===== config.mk =====
export PLATFORM = sky130hd
export DESIGN_NAME = commit_scheduler
export DESIGN_NICKNAME = d
export VERILOG_FILES = /design/src/rtl/commit_scheduler.sv
export SDC_FILE = /design/constraint.sdc
export NUM_CORES = 1
export LEC_CHECK = 0
export CAP_MARGIN = 20
export CORE_MARGIN = 3
export CORE_UTILIZATION = 30
export CTS_BUF_LIST = sky130_fd_sc_hd__clkbuf_8
export DETAILED_ROUTE_END_ITERATION = 7
export SLEW_MARGIN = 20
export SYNTH_ARGS = -nofsm -noshare
export SYNTH_HDL_FRONTEND = slang
export SYNTH_SLANG_ARGS = --single-unit

===== constraint.sdc =====
create_clock -name clk -period 4.6 [get_ports clk]
set_clock_uncertainty 0.1 [all_clocks]
set_input_delay 0.69 -clock clk [delete_from_list [all_inputs] [get_ports clk]]
set_output_delay 0.69 -clock clk [all_outputs]
set_load 0.005 [all_outputs]

===== src/rtl/commit_scheduler.sv =====
// In-order retirement controller: retires the ROB head into the register file,
// sequences store commits through the LSB handshake and raises flush on mispredicts.
module commit_scheduler #(
    parameter int ROB_IDX_W = 6
) (
    input  logic                 clk,
    input  logic                 rst,
    input  logic                 rdy,
    input  logic                 head_valid,
    input  logic                 head_ready,
    input  logic [ROB_IDX_W-1:0] head_index,
    input  logic [1:0]           head_type,
    input  logic [4:0]           head_rd,
    input  logic [31:0]          head_value,
    input  logic                 head_mispredict,
    input  logic [31:0]          head_target,
    output logic                 pop,
    output logic                 rf_valid,
    output logic [ROB_IDX_W-1:0] rf_index,
    output logic [4:0]           rf_rd,
    output logic [31:0]          rf_value,
    output logic                 st_commit,
    output logic [ROB_IDX_W-1:0] st_index,
    input  logic                 st_done,
    output logic                 flush,
    output logic [31:0]          redirect_pc,
    output logic [31:0]          commit_cnt
);

    typedef enum logic [1:0] {IDLE, COMMIT, WAIT_ST, FLUSH} state_t;

    localparam logic [1:0] TYPE_STORE  = 2'b01;
    localparam logic [1:0] TYPE_BRANCH = 2'b10;

    state_t                 state_reg, state_next;
    logic                   mispredict_reg, mispredict_next;
    logic [31:0]            target_reg, target_next;
    logic                   pop_next, rf_valid_next, st_commit_next, flush_next;
    logic [ROB_IDX_W-1:0]   rf_index_next, st_index_next;
    logic [4:0]             rf_rd_next;
    logic [31:0]            rf_value_next, redirect_pc_next, commit_cnt_next;

    always_comb begin
        state_next       = state_reg;
        mispredict_next  = mispredict_reg;
        target_next      = target_reg;
        pop_next         = 1'b0;
        rf_valid_next    = 1'b0;
        st_commit_next   = 1'b0;
        flush_next       = 1'b0;
        rf_index_next    = rf_index;
        rf_rd_next       = rf_rd;
        rf_value_next    = rf_value;
        st_index_next    = st_index;
        redirect_pc_next = redirect_pc;
        commit_cnt_next  = commit_cnt;

        case (state_reg)
            IDLE: begin
                if (head_valid && head_ready) begin
                    if (head_type == TYPE_STORE) begin
                        state_next     = WAIT_ST;
                        st_commit_next = 1'b1;
                        st_index_next  = head_index;
                    end else begin
                        state_next = COMMIT;
                        pop_next   = 1'b1;
                        // Branches carry no destination; x0 writes are suppressed.
                        if (head_type != TYPE_BRANCH) begin
                            rf_valid_next = (head_rd != 5'd0);
                            rf_index_next = head_index;
                            rf_rd_next    = head_rd;
                            rf_value_next = head_value;
                        end
                        if (head_type[1] && head_mispredict) begin
                            mispredict_next = 1'b1;
                            target_next     = head_target;
                        end
                    end
                end
            end
            COMMIT: begin
                // The flush comes one cycle after the rd write so the RF keeps it.
                if (mispredict_reg) begin
                    state_next       = FLUSH;
                    flush_next       = 1'b1;
                    redirect_pc_next = target_reg;
                end else begin
                    state_next = IDLE;
                end
            end
            WAIT_ST: begin
                if (st_done) begin
                    state_next = COMMIT;
                    pop_next   = 1'b1;
                end
            end
            FLUSH: begin
                mispredict_next = 1'b0;
                state_next      = IDLE;
            end
            default: state_next = IDLE;
        endcase

        if (pop_next)
            commit_cnt_next = commit_cnt + 32'd1;
    end

    always_ff @(posedge clk) begin
        if (rst) begin
            state_reg      <= IDLE;
            mispredict_reg <= 1'b0;
            target_reg     <= '0;
            pop            <= 1'b0;
            rf_valid       <= 1'b0;
            rf_index       <= '0;
            rf_rd          <= '0;
            rf_value       <= '0;
            st_commit      <= 1'b0;
            st_index       <= '0;
            flush          <= 1'b0;
            redirect_pc    <= '0;
            commit_cnt     <= '0;
        end else if (rdy) begin
            state_reg      <= state_next;
            mispredict_reg <= mispredict_next;
            target_reg     <= target_next;
            pop            <= pop_next;
            rf_valid       <= rf_valid_next;
            rf_index       <= rf_index_next;
            rf_rd          <= rf_rd_next;
            rf_value       <= rf_value_next;
            st_commit      <= st_commit_next;
            st_index       <= st_index_next;
            flush          <= flush_next;
            redirect_pc    <= redirect_pc_next;
            commit_cnt     <= commit_cnt_next;
        end
    end

endmodule


# Word level (Yosys, flattened, before mapping)
# Index checks and enable logic that the tools add are counted.
[totals]
regBits = 152
latch_bits = 0
ramBits = 0
romBits = 0
inputBits = 84
output_inout_bits = 117
mem_count = 0
[classes]
add_sub_neg = 1
multipliers = 0
div = 0
order_cmp = 0
eq_ne = 9
shifts = 0
n_mux = 22
n_bitwise = 1
n_reduce_logical = 12
[op_table]
columns = ["operator", "n"]
rows = [
  ["$add A32 B1 Y32 const B", 1],
  ["$mux W1", 15],
  ["$reduce_and A5 Y1", 3],
  ["$ne A2 B2 Y1 const B", 5],
  ["$mux W2", 4],
  ["$pmux W2 S4", 1],
  ["$reduce_and A3 Y1", 2],
  ["$reduce_bool A5 Y1", 1],
  ["$eq A2 B1 Y1 const B", 2],
  ["$eq A2 B2 Y1 const B", 2],
  ["$pmux W1 S2", 2],
  ["$reduce_and A4 Y1", 1],
  ["$logic_and A1 B1 Y1", 2],
  ["$logic_not A2 Y1", 1],
  ["$reduce_and A2 Y1", 1],
  ["$reduce_bool A2 Y1", 1],
  ["$not A1 Y1", 1],
]

# Depth between registers and ports, before layout
[depth]
ltp_word = 5
ltp_mapped = 8
mapped_depth_nobuf = 6

# Least setup slack after synthesis
# OpenSTA, ideal clock, no wires.
[synth_timing]
path_type = "input -> register"
startpoint = "input port head_type[0]"
endpoint = "register commit_cnt[30]"
arrival_time_ps = 2294
required_ps = 4430
slack_ps = 2136
path_stages = 6
n_path_buf = 1
cell_sequence = "nor2b_1 > o41a_1 > buf_2 > or4_4 > or3_1 > a21oi_1"
[synth_between]
elab_chain_len = 5
[synth_rtl]
columns = ["item", "line_no", "rtl"]
rows = [
  ["start, declared", "12", "input logic [1:0] head_type,"],
  ["$eq A2 B1 Y1", "61", "if (head_type == TYPE_STORE) begin"],
  ["$mux W1", "61", ""],
  ["$mux W1", "60", "if (head_valid && head_ready) begin"],
  ["$pmux W1 S2", "58", "case (state_reg)"],
  ["$reduce_and A2 Y1 (no line)", "-", ""],
  ["end signal, assigned", "137", "commit_cnt <= commit_cnt_next;"],
  ["end, declared", "27", "output logic [31:0] commit_cnt"],
]
# No other way between the ends.
# A chain may end at the register's enable or synchronous reset.

# Worst setup path after layout
[layout_timing]
startpoint = "input port rdy"
endpoint = "register commit_cnt[30]"
[layout_between]
elab_chain_len = 1
[layout_rtl]
columns = ["item", "line_no", "rtl"]
rows = [
  ["start, declared", "8", "input logic rdy,"],
  ["$reduce_and A2 Y1 (no line)", "-", ""],
]
# No other way between the ends.

==> results.sh <==
export IMPL_dieArea_um2=20700
export IMPL_worstPathRequired_ns=4.85
export IMPL_min_period_ns=3.02
export IMPL_wirelength_mm=16.4
export IMPL_p_switching_uw=564
export IMPL_synth_area_leaders="dfxtp_1, nand2_1, a21oi_1"
export IMPL_tritoncts="built"
export IMPL_setup_viol=0
export IMPL_yosys_warnings=0
export IMPL_place_congestion=0.768
export IMPL_antenna_found_initial=0
export IMPL_die_w_um=144
export IMPL_clockRootBuffer="clkbuf_8"
export IMPL_dr_pass1_iters=4
export IMPL_slowest_stage="clkdlybuf4s50_1"
export IMPL_drt_iter0_drc=212
export IMPL_hp_start="target_reg[15]$_SDFFE_PP0P_"
export IMPL_avgSynthCellArea_um2=8.10
export IMPL_fp_coreArea_um2=18300
export IMPL_clk_pin_slew_ns=0.08
export IMPL_drive_gt1_frac=0.0467
export IMPL_clock_path_buffers=2
export IMPL_io_pins=201
export IMPL_p_int_uw=1980
export IMPL_synth_top_area_share=0.532
export IMPL_dp_cells=1098
export IMPL_grt_pass1_vias=4863
export IMPL_row_count=49
export IMPL_synth_seq_area_share=0.532
export IMPL_finalPower_uw=2550
export IMPL_critPathArrivalTime_ns=3.26
export IMPL_ys_ff_latch=152
export IMPL_postRouteAntennaNets=0
export IMPL_reg2reg_from="state_reg[0]$_SDFFE_PP0P_"
export IMPL_syn2layout_area_growth_pct=45.2
export IMPL_tightestPinTransition_ns=1.09
export IMPL_cts_resized_gates=0
export IMPL_pwr_share_comb=0.068
export IMPL_seq_power_share=0.526
export IMPL_nets=973
export IMPL_outcome="completed"
export IMPL_cp_end_kind="flop"
export IMPL_postLayoutCellArea_um2=8300
export IMPL_vias_per_cell=4.67
export IMPL_cp_slowest_stage_delay_ns=0.73
export IMPL_hold_path_class="flop to flop"
export IMPL_crit_start="rdy"
export IMPL_num_antenna_cells=0
export IMPL_place_area_um2=7900
export IMPL_netlist_area_um2=5720
export IMPL_rsz0062_at_grt="false"
export IMPL_clock_sinks=152
export IMPL_overflow=0
export IMPL_synth_nets=791
export IMPL_relSlewSlack=0.271
export IMPL_htreeDepth=4
export IMPL_drc=0
export IMPL_yosysTopAreaCell="dfxtp_1"
export IMPL_holdWs_ns=0.349
export IMPL_dp_final_hpwl_mm=10.9
export IMPL_critPathLaunchType="primary input"
export IMPL_numCtsBuffers=17
export IMPL_finalSetupTns_ns=0
export IMPL_ir_worst_vdd_v=0.000169
export IMPL_start_util=0.312
export IMPL_numPortBuffers=200
export IMPL_finalHoldViolCount=0
export IMPL_grt_use_total=0.153
export IMPL_vias=5267
export IMPL_crit_type="primary input to flop"
export IMPL_max_freq_mhz=332
export IMPL_min_period_over_period=0.656
export IMPL_clk_latency_ns=0.43
export IMPL_fin_cells=1129
export IMPL_die_h_um=144
export IMPL_wl_per_cell_um=14.5
export IMPL_drv_cap=0
export IMPL_synthDistinctLibCells=40
export IMPL_cp_max_fo=28
export IMPL_grt_max_degree=101
export IMPL_powerDensity_nw_per_um2=307
export IMPL_p_leak_uw=0.00279
export IMPL_swShare=0.221
export IMPL_p_clk_frac=0.406
export IMPL_post_cts_setup_buffer_count=0
export IMPL_syn_inst=706
export IMPL_cts_hold_buf=0
export IMPL_crit_chain="clkdlybuf4s50_1 > nand3_2 > o41a_1 > buf_4 > or4_4 > or3_1 > a21oi_1"
export IMPL_slew_viol_final=0
export IMPL_grt_pass1_wl_mm=25.5
cell usage in the layout, fill, tap and decap left out, types with 2 or more instances in the layout:
cell	netlist	layout
xnor2_1	20	20
o21ai_0	5	5
nor3_1	9	9
clkbuf_8	0	19
nor2b_1	2	2
nor4_1	4	4
clkdlybuf4s50_1	0	199
nand2b_1	7	7
buf_4	0	11
nand3_1	11	11
nor4b_1	5	5
and2_1	2	2
clkinv_2	0	3
nor3b_1	2	2
nand4b_1	2	2
mux2i_1	6	6
a21oi_1	119	119
and3_1	9	9
or3_1	5	5
xor2_1	6	6
nor2_1	36	36
inv_1	1	5
a21o_1	2	2
nand4_1	7	7
and4_1	6	6
dfxtp_1	152	152
nand2_1	227	227
bufinv_16	0	3
power groups by stage:
stage | sequential [uW] | clock, uW | combinational, uW
global route | 1340 | 1140 | 188
global placement | 1370 | 0 | 176
detailed placement | 1370 | 0 | 174
finish | 1340 | 1030 | 173
CTS | 1340 | 1080 | 176
floorplan | 1370 | 0 | 60.9
stage by stage:
stage	utilization	setup slack, ns
after CTS	0.453	1.63
after global placement	0.431	1.18
after detailed placement	0.431	1.16
after floorplan	-	2.14
after global routing	0.453	1.49
final	0.453	1.58
layout make-up:
cell class	instances	area (um^2)
multi-input combinational	506	2490
tap	229	287
inverter	1	3.75
sequential	152	3040
timing repair buffer	210	2070
clock inverter	12	136
clock buffer	19	262
fill	1866	10000
Yosys cell counts (all sizes together):
master / count
o21ai: 6
a31oi: 1
mux2: 1
a211oi: 1
nand4: 7
buf: 5
nor3: 9
nor4b: 5
or4: 2
xor2: 6
and3: 9
inv: 1
o31ai: 1
o41ai: 1
clkbuf: 42
or3: 5
nor2: 36
nand4b: 2
a311oi: 1
nor4: 4
o41a: 1
nor2b: 2
ha: 1
nor3b: 2
mux2i: 6
a21o: 2
dfxtp: 152
nand2b: 7
a21oi: 119
xnor2: 20
o21a: 1
nand3: 12
nand2: 227
and2: 2
and4: 6
and4b: 1
per-layer routing:
metal | share of wire | GRT usage
met4 | 0.018 | 0.0560
met5 | 0 | 0
met3 | 0.067 | 0.0499
met2 | 0.45 | 0.233
met1 | 0.47 | 0.204
worst paths after layout:
check | endpoint | depth (start not counted) | slack [ns]
max | commit_cnt[30]$_SDFFE_PP0P_ | 7 | 1.58
min | redirect_pc[15]$_SDFFE_PP0P_ | 2 | 0.35
max reg2reg | commit_cnt[30]$_SDFFE_PP0P_ | 5 | 2.26
min reg2reg | redirect_pc[15]$_SDFFE_PP0P_ | 2 | 0.35
cell families (layout without fill, tap and decap cells):
group / Yosys count / after routing / share of synthesized area
AND/OR/NAND/NOR: 338 / 338 / 0.259
flip-flops: 152 / 152 / 0.532
AO/OA/AOI/OAI: 134 / 134 / 0.122
buffers and inverters: 48 / 242 / 0.0320
XOR/XNOR: 26 / 26 / 0.0398
multiplexers: 7 / 7 / 0.0125
adder cells (fa/ha/maj): 1 / 1 / 0.00219
worst max-delay path, delay by kind of cell:
kind / cells / cell delay [ns]
buffers and inverters: 2 / 0.95
AOI/OAI and AO/OA: 2 / 0.53
and+or+nand+nor: 3 / 1.09
Note: power is estimated with default switching activity, not from simulation.
